[src/rtl/fft_pkg.sv]
// Shared definitions for the FFT address/sequence controller.
// Contents: default FFT size and pipeline latencies, and the FSM state encoding.
package fft_pkg;

  localparam int N_LOG2_DEF = 8;
  localparam int RD_LAT_DEF = 1;
  localparam int BF_LAT_DEF = 3;

  typedef enum logic [1:0] {
    IDLE  = 2'd0,
    RUN   = 2'd1,
    DRAIN = 2'd2,
    DONE  = 2'd3
  } fft_state_t;

endpackage

[src/rtl/fft_delay_line.sv]
// Fixed-depth shift-register delay line with asynchronous active-low clear.
// Ports:
//   clk  - clock, rising edge
//   rst  - asynchronous active-low reset, clears every tap
//   din  - WIDTH-bit input
//   dout - din delayed by DEPTH cycles (combinational pass-through when DEPTH is 0)
module fft_delay_line #(
  parameter int WIDTH = 1,
  parameter int DEPTH = 1
) (
  input  logic             clk,
  input  logic             rst,
  input  logic [WIDTH-1:0] din,
  output logic [WIDTH-1:0] dout
);

  generate
    if (DEPTH == 0) begin : g_pass
      assign dout = din;
    end else begin : g_shift
      logic [WIDTH-1:0] taps [DEPTH];

      always_ff @(posedge clk or negedge rst) begin
        if (!rst) begin
          for (int i = 0; i < DEPTH; i++) taps[i] <= '0;
        end else begin
          taps[0] <= din;
          for (int i = 1; i < DEPTH; i++) taps[i] <= taps[i-1];
        end
      end

      assign dout = taps[DEPTH-1];
    end
  endgenerate

endmodule

[src/rtl/fft_ctrl.sv]
// In-place radix-2 FFT sequencer: issues one butterfly per cycle, stage by stage,
// with data-RAM/twiddle-ROM addressing and delayed butterfly/write-back strobes.
//
// state | meaning
// IDLE  | waiting for start
// RUN   | issuing butterflies k = 0..N/2-1 of the current stage
// DRAIN | waiting for the stage's last write-back before the next stage reads
// DONE  | one-cycle completion pulse, then back to IDLE
//
// Ports:
//   clk, rst              - clock (rising edge), async active-low reset
//   start                 - one-cycle run request, honoured only in IDLE
//   busy, done            - run in progress / completion pulse
//   stage                 - current stage index
//   rd_en, rd_addr_a/b    - data-RAM read strobe and operand addresses
//   tw_addr               - twiddle-ROM address, valid with rd_en
//   bf_en                 - butterfly enable, rd_en delayed RD_LAT
//   wr_en, wr_addr_a/b    - write-back strobe and addresses, delayed RD_LAT+BF_LAT
module fft_ctrl
  import fft_pkg::*;
#(
  parameter int N_LOG2 = N_LOG2_DEF,
  parameter int RD_LAT = RD_LAT_DEF,
  parameter int BF_LAT = BF_LAT_DEF
) (
  input  logic              clk,
  input  logic              rst,
  input  logic              start,
  output logic              busy,
  output logic              done,
  output logic [N_LOG2-1:0] stage,
  output logic              rd_en,
  output logic [N_LOG2-1:0] rd_addr_a,
  output logic [N_LOG2-1:0] rd_addr_b,
  output logic [N_LOG2-2:0] tw_addr,
  output logic              bf_en,
  output logic              wr_en,
  output logic [N_LOG2-1:0] wr_addr_a,
  output logic [N_LOG2-1:0] wr_addr_b
);

  localparam int KW        = N_LOG2 - 1;
  localparam int DRAIN_LEN = RD_LAT + BF_LAT;
  localparam int DW        = (DRAIN_LEN < 2) ? 1 : $clog2(DRAIN_LEN);

  localparam logic [KW-1:0]     K_LAST     = '1;
  localparam logic [N_LOG2-1:0] STAGE_LAST = N_LOG2'(N_LOG2 - 1);
  localparam logic [DW-1:0]     DRAIN_LD   = DW'(DRAIN_LEN - 1);

  fft_state_t        state, state_nxt;
  logic [N_LOG2-1:0] stage_nxt;
  logic [KW-1:0]     k_q, k_nxt;
  logic [DW-1:0]     drain_cnt, drain_nxt;

  // Operand A: insert a zero at bit position st of k, i.e. 2*half*grp + pos.
  function automatic logic [N_LOG2-1:0] addr_a_f(input logic [N_LOG2-1:0] st,
                                                 input logic [KW-1:0]     k);
    logic [N_LOG2-1:0] kx;
    logic [N_LOG2-1:0] low_mask;
    kx       = {1'b0, k};
    low_mask = (N_LOG2'(1) << st) - N_LOG2'(1);
    return ((kx & ~low_mask) << 1) | (kx & low_mask);
  endfunction

  function automatic logic [KW-1:0] tw_f(input logic [N_LOG2-1:0] st,
                                         input logic [KW-1:0]     k);
    logic [N_LOG2-1:0] low_mask;
    logic [N_LOG2-1:0] pos_sh;
    low_mask = (N_LOG2'(1) << st) - N_LOG2'(1);
    pos_sh   = ({1'b0, k} & low_mask) << (N_LOG2'(KW) - st);
    return pos_sh[KW-1:0];
  endfunction

  always_ff @(posedge clk or negedge rst) begin
    if (!rst) begin
      state     <= IDLE;
      stage     <= '0;
      k_q       <= '0;
      drain_cnt <= '0;
    end else begin
      state     <= state_nxt;
      stage     <= stage_nxt;
      k_q       <= k_nxt;
      drain_cnt <= drain_nxt;
    end
  end

  always_comb begin
    state_nxt = state;
    stage_nxt = stage;
    k_nxt     = k_q;
    drain_nxt = drain_cnt;
    case (state)
      IDLE: begin
        if (start) begin
          state_nxt = RUN;
          stage_nxt = '0;
          k_nxt     = '0;
        end
      end
      RUN: begin
        if (k_q == K_LAST) begin
          state_nxt = DRAIN;
          drain_nxt = DRAIN_LD;
        end else begin
          k_nxt = k_q + KW'(1);
        end
      end
      DRAIN: begin
        // Count reaches zero on the cycle of the stage's last wr_en.
        if (drain_cnt == '0) begin
          if (stage == STAGE_LAST) begin
            state_nxt = DONE;
          end else begin
            state_nxt = RUN;
            stage_nxt = stage + N_LOG2'(1);
            k_nxt     = '0;
          end
        end else begin
          drain_nxt = drain_cnt - DW'(1);
        end
      end
      DONE:    state_nxt = IDLE;
      default: state_nxt = IDLE;
    endcase
  end

  // Read side is registered from next-state values so rd_en lines up with RUN
  // and the addresses only move when a new butterfly is issued.
  always_ff @(posedge clk or negedge rst) begin
    if (!rst) begin
      rd_en     <= 1'b0;
      rd_addr_a <= '0;
      rd_addr_b <= '0;
      tw_addr   <= '0;
    end else begin
      rd_en <= (state_nxt == RUN);
      if (state_nxt == RUN) begin
        rd_addr_a <= addr_a_f(stage_nxt, k_nxt);
        rd_addr_b <= addr_a_f(stage_nxt, k_nxt) | (N_LOG2'(1) << stage_nxt);
        tw_addr   <= tw_f(stage_nxt, k_nxt);
      end
    end
  end

  assign busy = (state == RUN) || (state == DRAIN);
  assign done = (state == DONE);

  fft_delay_line #(.WIDTH(1), .DEPTH(RD_LAT)) u_dl_bf (
    .clk  (clk),
    .rst  (rst),
    .din  (rd_en),
    .dout (bf_en)
  );

  fft_delay_line #(.WIDTH(1), .DEPTH(BF_LAT)) u_dl_wr (
    .clk  (clk),
    .rst  (rst),
    .din  (bf_en),
    .dout (wr_en)
  );

  // Addresses only change while rd_en is high, so the delayed copies likewise
  // only change on wr_en cycles and hold their last value otherwise.
  fft_delay_line #(.WIDTH(2 * N_LOG2), .DEPTH(DRAIN_LEN)) u_dl_addr (
    .clk  (clk),
    .rst  (rst),
    .din  ({rd_addr_a, rd_addr_b}),
    .dout ({wr_addr_a, wr_addr_b})
  );

endmodule

[config.mk]
export PLATFORM = sky130hd
export DESIGN_NAME = fft_ctrl
export DESIGN_NICKNAME = d
export VERILOG_FILES = /design/src/rtl/fft_pkg.sv /design/src/rtl/fft_delay_line.sv /design/src/rtl/fft_ctrl.sv
export SDC_FILE = /design/constraint.sdc
export NUM_CORES = 1
export LEC_CHECK = 0
export ABC_AREA = 1
export CORE_UTILIZATION = 58
export CTS_BUF_LIST = sky130_fd_sc_hd__clkbuf_8
export DETAILED_ROUTE_END_ITERATION = 7
export HOLD_SLACK_MARGIN = 0.06
export PLACE_DENSITY = 0.81
export SLEW_MARGIN = 25
export SYNTH_ARGS = -nofsm -noshare
export SYNTH_HDL_FRONTEND = slang
export SYNTH_HIERARCHICAL = 1
export SYNTH_SLANG_ARGS = --single-unit
[constraint.sdc]
create_clock -name clk -period 3.1 [get_ports clk]
set_input_delay 0.31 -clock clk [delete_from_list [all_inputs] [get_ports clk]]
set_output_delay 0.31 -clock clk [all_outputs]
set_load 0.01 [all_outputs]
==> results.txt <==
Power Density - 411 nW/µm²
Critical Path RT - 3420 ps
Tot Pwr - 2.27 mW
VDD IR-drop max - 0.208 mV
Register area share after synthesis - 60.3%
Mapped Cells - 452
Largest net degree at the start of global routing - 58
Ys Warns - 6
Met3 GRT Util - 5.44%
Iter 0 DRT Violations - 212
Crit-path most repeated cell - nand2_1
Mux share of post-synthesis cell area - 0%
Buf/Inv on CP - 3
Simple-gate area share of the yosys netlist - 19.9%
Setup violations, final - 0
Final count of hold timing violations - 0
Placed cell count - 603
Clock buffer depth - 2
Total die area - 8300 µm²
Max-cap violations - 0
Clock root buffer master - clkbuf_8
Hold_ws - 350 ps
Starting Density - 59.9%
Status - complete, no violations
Antenna diodes - 0
R2R setup slack - 290 ps
Kind of critical path - reg -> reg
Area share of xor/xnor cells in the synthesized design - 0.190%
CP Max Fanout - 6
Worst Setup End Kind - flip-flop
Commonest non-fill, non-tap cell in the layout - dfrtp_1
Share of cells above drive strength 1 - 19.0%
Top delay family on crit path - simple AND/OR/NAND/NOR gates
Nets - 530
CTS Buf Count - 9
Fin. max-slew vios - 0
First-pass GRT wire length - 15600 µm
Leakage power - 2.56 nW
Setup WS pre-CTS - 134 ps
Largest family of logic cells by synthesized area - simple AND/OR/NAND/NOR gates
GR Util met1 - 31.0%
Gr usage total - 24.3%
Die width - 91.1 µm
Critical path's slowest cell - dfrtp_1
Antenna violations before repair - 0
Syn Std Cell Area - 4600 µm²
GRT busiest layer - met2
Worst setup SP type - flip-flop
DRC viols - 0
Global route total overflow - 0
Final Cycle Share - 90.7%
Fin util - 71.7%
Vias - 3199
Clock transition at path regs - 110 ps
Top-area cell type share of the netlist area - 60.3%
Worst Clk Skew - 15.8 ps
Synthesis-stage register bit count - 111
Drt pass-1 iters - 4
Syn-to-layout area delta - 19.7%
Critical Path AT - 3130 ps
CP max stage delay - 390 ps
Fmax - 356 MHz
Core ar. - 7690 µm²
Post-DP Area - 5250 µm²
Hold path startpoint - u_dl_addr/g_shift.taps[46]$_DFF_PN0_
Routability cong. - 0.948
Vias per Instance - 5.13
Syn Area/Cell - 10.2 µm²
Clock sink total - 111
CTS tree - yes
Netlist cell types - 34
Worst r2r src - drain_cnt[1]$_DFFE_PN0P_
Final worst path period need - 2810 ps
Die height - 91.1 µm
Adder-cell share of the synthesized area - 2.45%
Input/output buffers - 54
Finished Layout Cells - 624
Hold WC Path Type - reg -> reg
CTS HTree Levels - 3
Met2 Use GR - 41.9%
Clock Latency Late Sink - 370 ps
Worst slew pin tran - 729 ps
Reg2reg end - tw_addr[5]$_DFFE_PN0P_
Filler instances - 571
R2R depth - 23
Cell Chain, Critical Path - inv_1, ha_4, nand2_1, nor2_2, nand3_1, nand3_2, nand2_4, nor2_4, nand2_4, nor2_4, nand2_1, nor2_2, inv_1, ha_1, inv_1, nand4_1, nand2_2, nand2_1, o22ai_1, nand2_1, nand3_1, nand2_1, nand2_1
Cell accounting for the most synthesized area - dfrtp_1
Row Count - 32
Most frequent cells in the layout - dfrtp_1, nand2_1, clkdlybuf4s50_1
Compound-gate portion of the synthesized area - 9.43%
Post-Layout Inst Area - 5510 µm²
Worst Hold End - u_dl_addr/g_shift.taps[30]$_DFF_PN0_
Synth area leaders - dfrtp_1, nand2_1, inv_1
Final worst slack - 289 ps
Routed Antenna Nets - 0
Setup TNS Final - 0 ps
Vias in the first global route - 3209
Top Ports - 55
Detailed Place HPWL - 6630 µm
Rel. slew slack - 51.4%
Final wirelength - 9120 µm
Hold path depth - 0
Routed WL per cell - 14.6 µm
Mapped Nets - 464
==> power breakdown <==
part	switching, mW	internal [mW]
Combinational	0.0272	0.00542
Clock	0.486	0.302
Sequential	0	1.45
==> worst max path at each step <==
| stage | startpoint | endpoint | slack (ps) | cells after the start |
|---|---|---|---|---|
| 6_report | drain_cnt[1]$_DFFE_PN0P_ | tw_addr[5]$_DFFE_PN0P_ | 290 | 23 |
| 2_1_floorplan | stage[0]$_DFF_PN0_ | tw_addr[6]$_DFFE_PN0P_ | 370 | 20 |
| 3_5_place_dp | start | tw_addr[5]$_DFFE_PN0P_ | 130 | 22 |
| 5_1_grt | drain_cnt[1]$_DFFE_PN0P_ | tw_addr[6]$_DFFE_PN0P_ | -3 | 23 |
| 4_1_cts | drain_cnt[0]$_DFFE_PN0P_ | tw_addr[5]$_DFFE_PN0P_ | 100 | 23 |
| 3_3_place_gp | start | tw_addr[5]$_DFFE_PN0P_ | 180 | 21 |
==> state kept, by name, indices dropped and copies added (netlist names), 7 cells and up <==
register,count
k_q,7
rd_addr_a,8
rd_addr_b,8
stage,8
tw_addr,7
u_dl_addr/dout,16
u_dl_addr/g_shift.taps,48
==> worst reg2reg max path, stage by stage (launching register included) <==
cell and delay (ps):
dfrtp_1 390, inv_1 90, ha_4 170, nand2_1 80, nor2_2 160, nand3_1 100
nand3_2 110, nand2_4 80, nor2_4 130, nand2_4 80, nor2_4 90, nand2_1 70
nor2_2 130, inv_1 70, ha_1 220, inv_1 70, nand4_1 90, nand2_2 100
nand2_1 90, o22ai_1 170, nand2_1 70, nand3_1 90, nand2_1 50, nand2_1 50
==> layout make-up <==
type                    count  area, µm²  area share (%)
clock inverters             6       52.6           0.953
well taps                 102        128            2.32
multi-input cells         265       1510            27.3
clock buffers               9        124            2.25
repair buffers             76        718            13.0
flip-flops and latches    111       2780            50.4
inverters                  55        206            3.75
==> what timing repair did <==
item,4_1_cts,5_1_grt
setup buffers,0,5
resized for setup,0,12
hold buffers,1,0
endpoints found under the hold margin,56,0
setup endpoints to repair,0,19
==> synth_stat cells <==
library cell and instances:
buf_4 16, nor3_2 1, nand4_1 3, nand2_2 10
o21bai_1 1, a21oi_4 2, nand2_4 4, xor2_1 1
a2bb2oi_1 2, o21ai_0 14, o211ai_1 2, and3_1 1
nor2_1 28, o21a_1 6, dfrtp_1 111, clkbuf_1 2
o21ai_1 12, o21ai_2 3, a21oi_1 15, buf_6 1
o221ai_1 1, a21o_1 1, buf_2 2, nand2_1 92
inv_1 43, o22ai_1 6, a22oi_1 2, nand3_1 29
o21ai_4 1, nor2_2 6, ha_1 9, inv_2 12
nor2_4 7, nand3_2 6
==> cell families after synthesis <==
| kind of cell | count (synthesis) |
|---|---|
| AO/OA/AOI/OAI | 68 |
| XOR/XNOR | 1 |
| adder cells (fa/ha/maj) | 9 |
| buffers and inverters | 76 |
| flip-flops | 111 |
| AND/OR/NAND/NOR | 187 |
==> layer usage <==
metal / routed length, µm / vias up
li1: - / 1568
met1: 4020 / 1547
met2: 4650 / 71
met3: 327 / 13
met4: 123 / 0
met5: 0 / -
No activity file was read; power rests on OpenSTA's default activity.
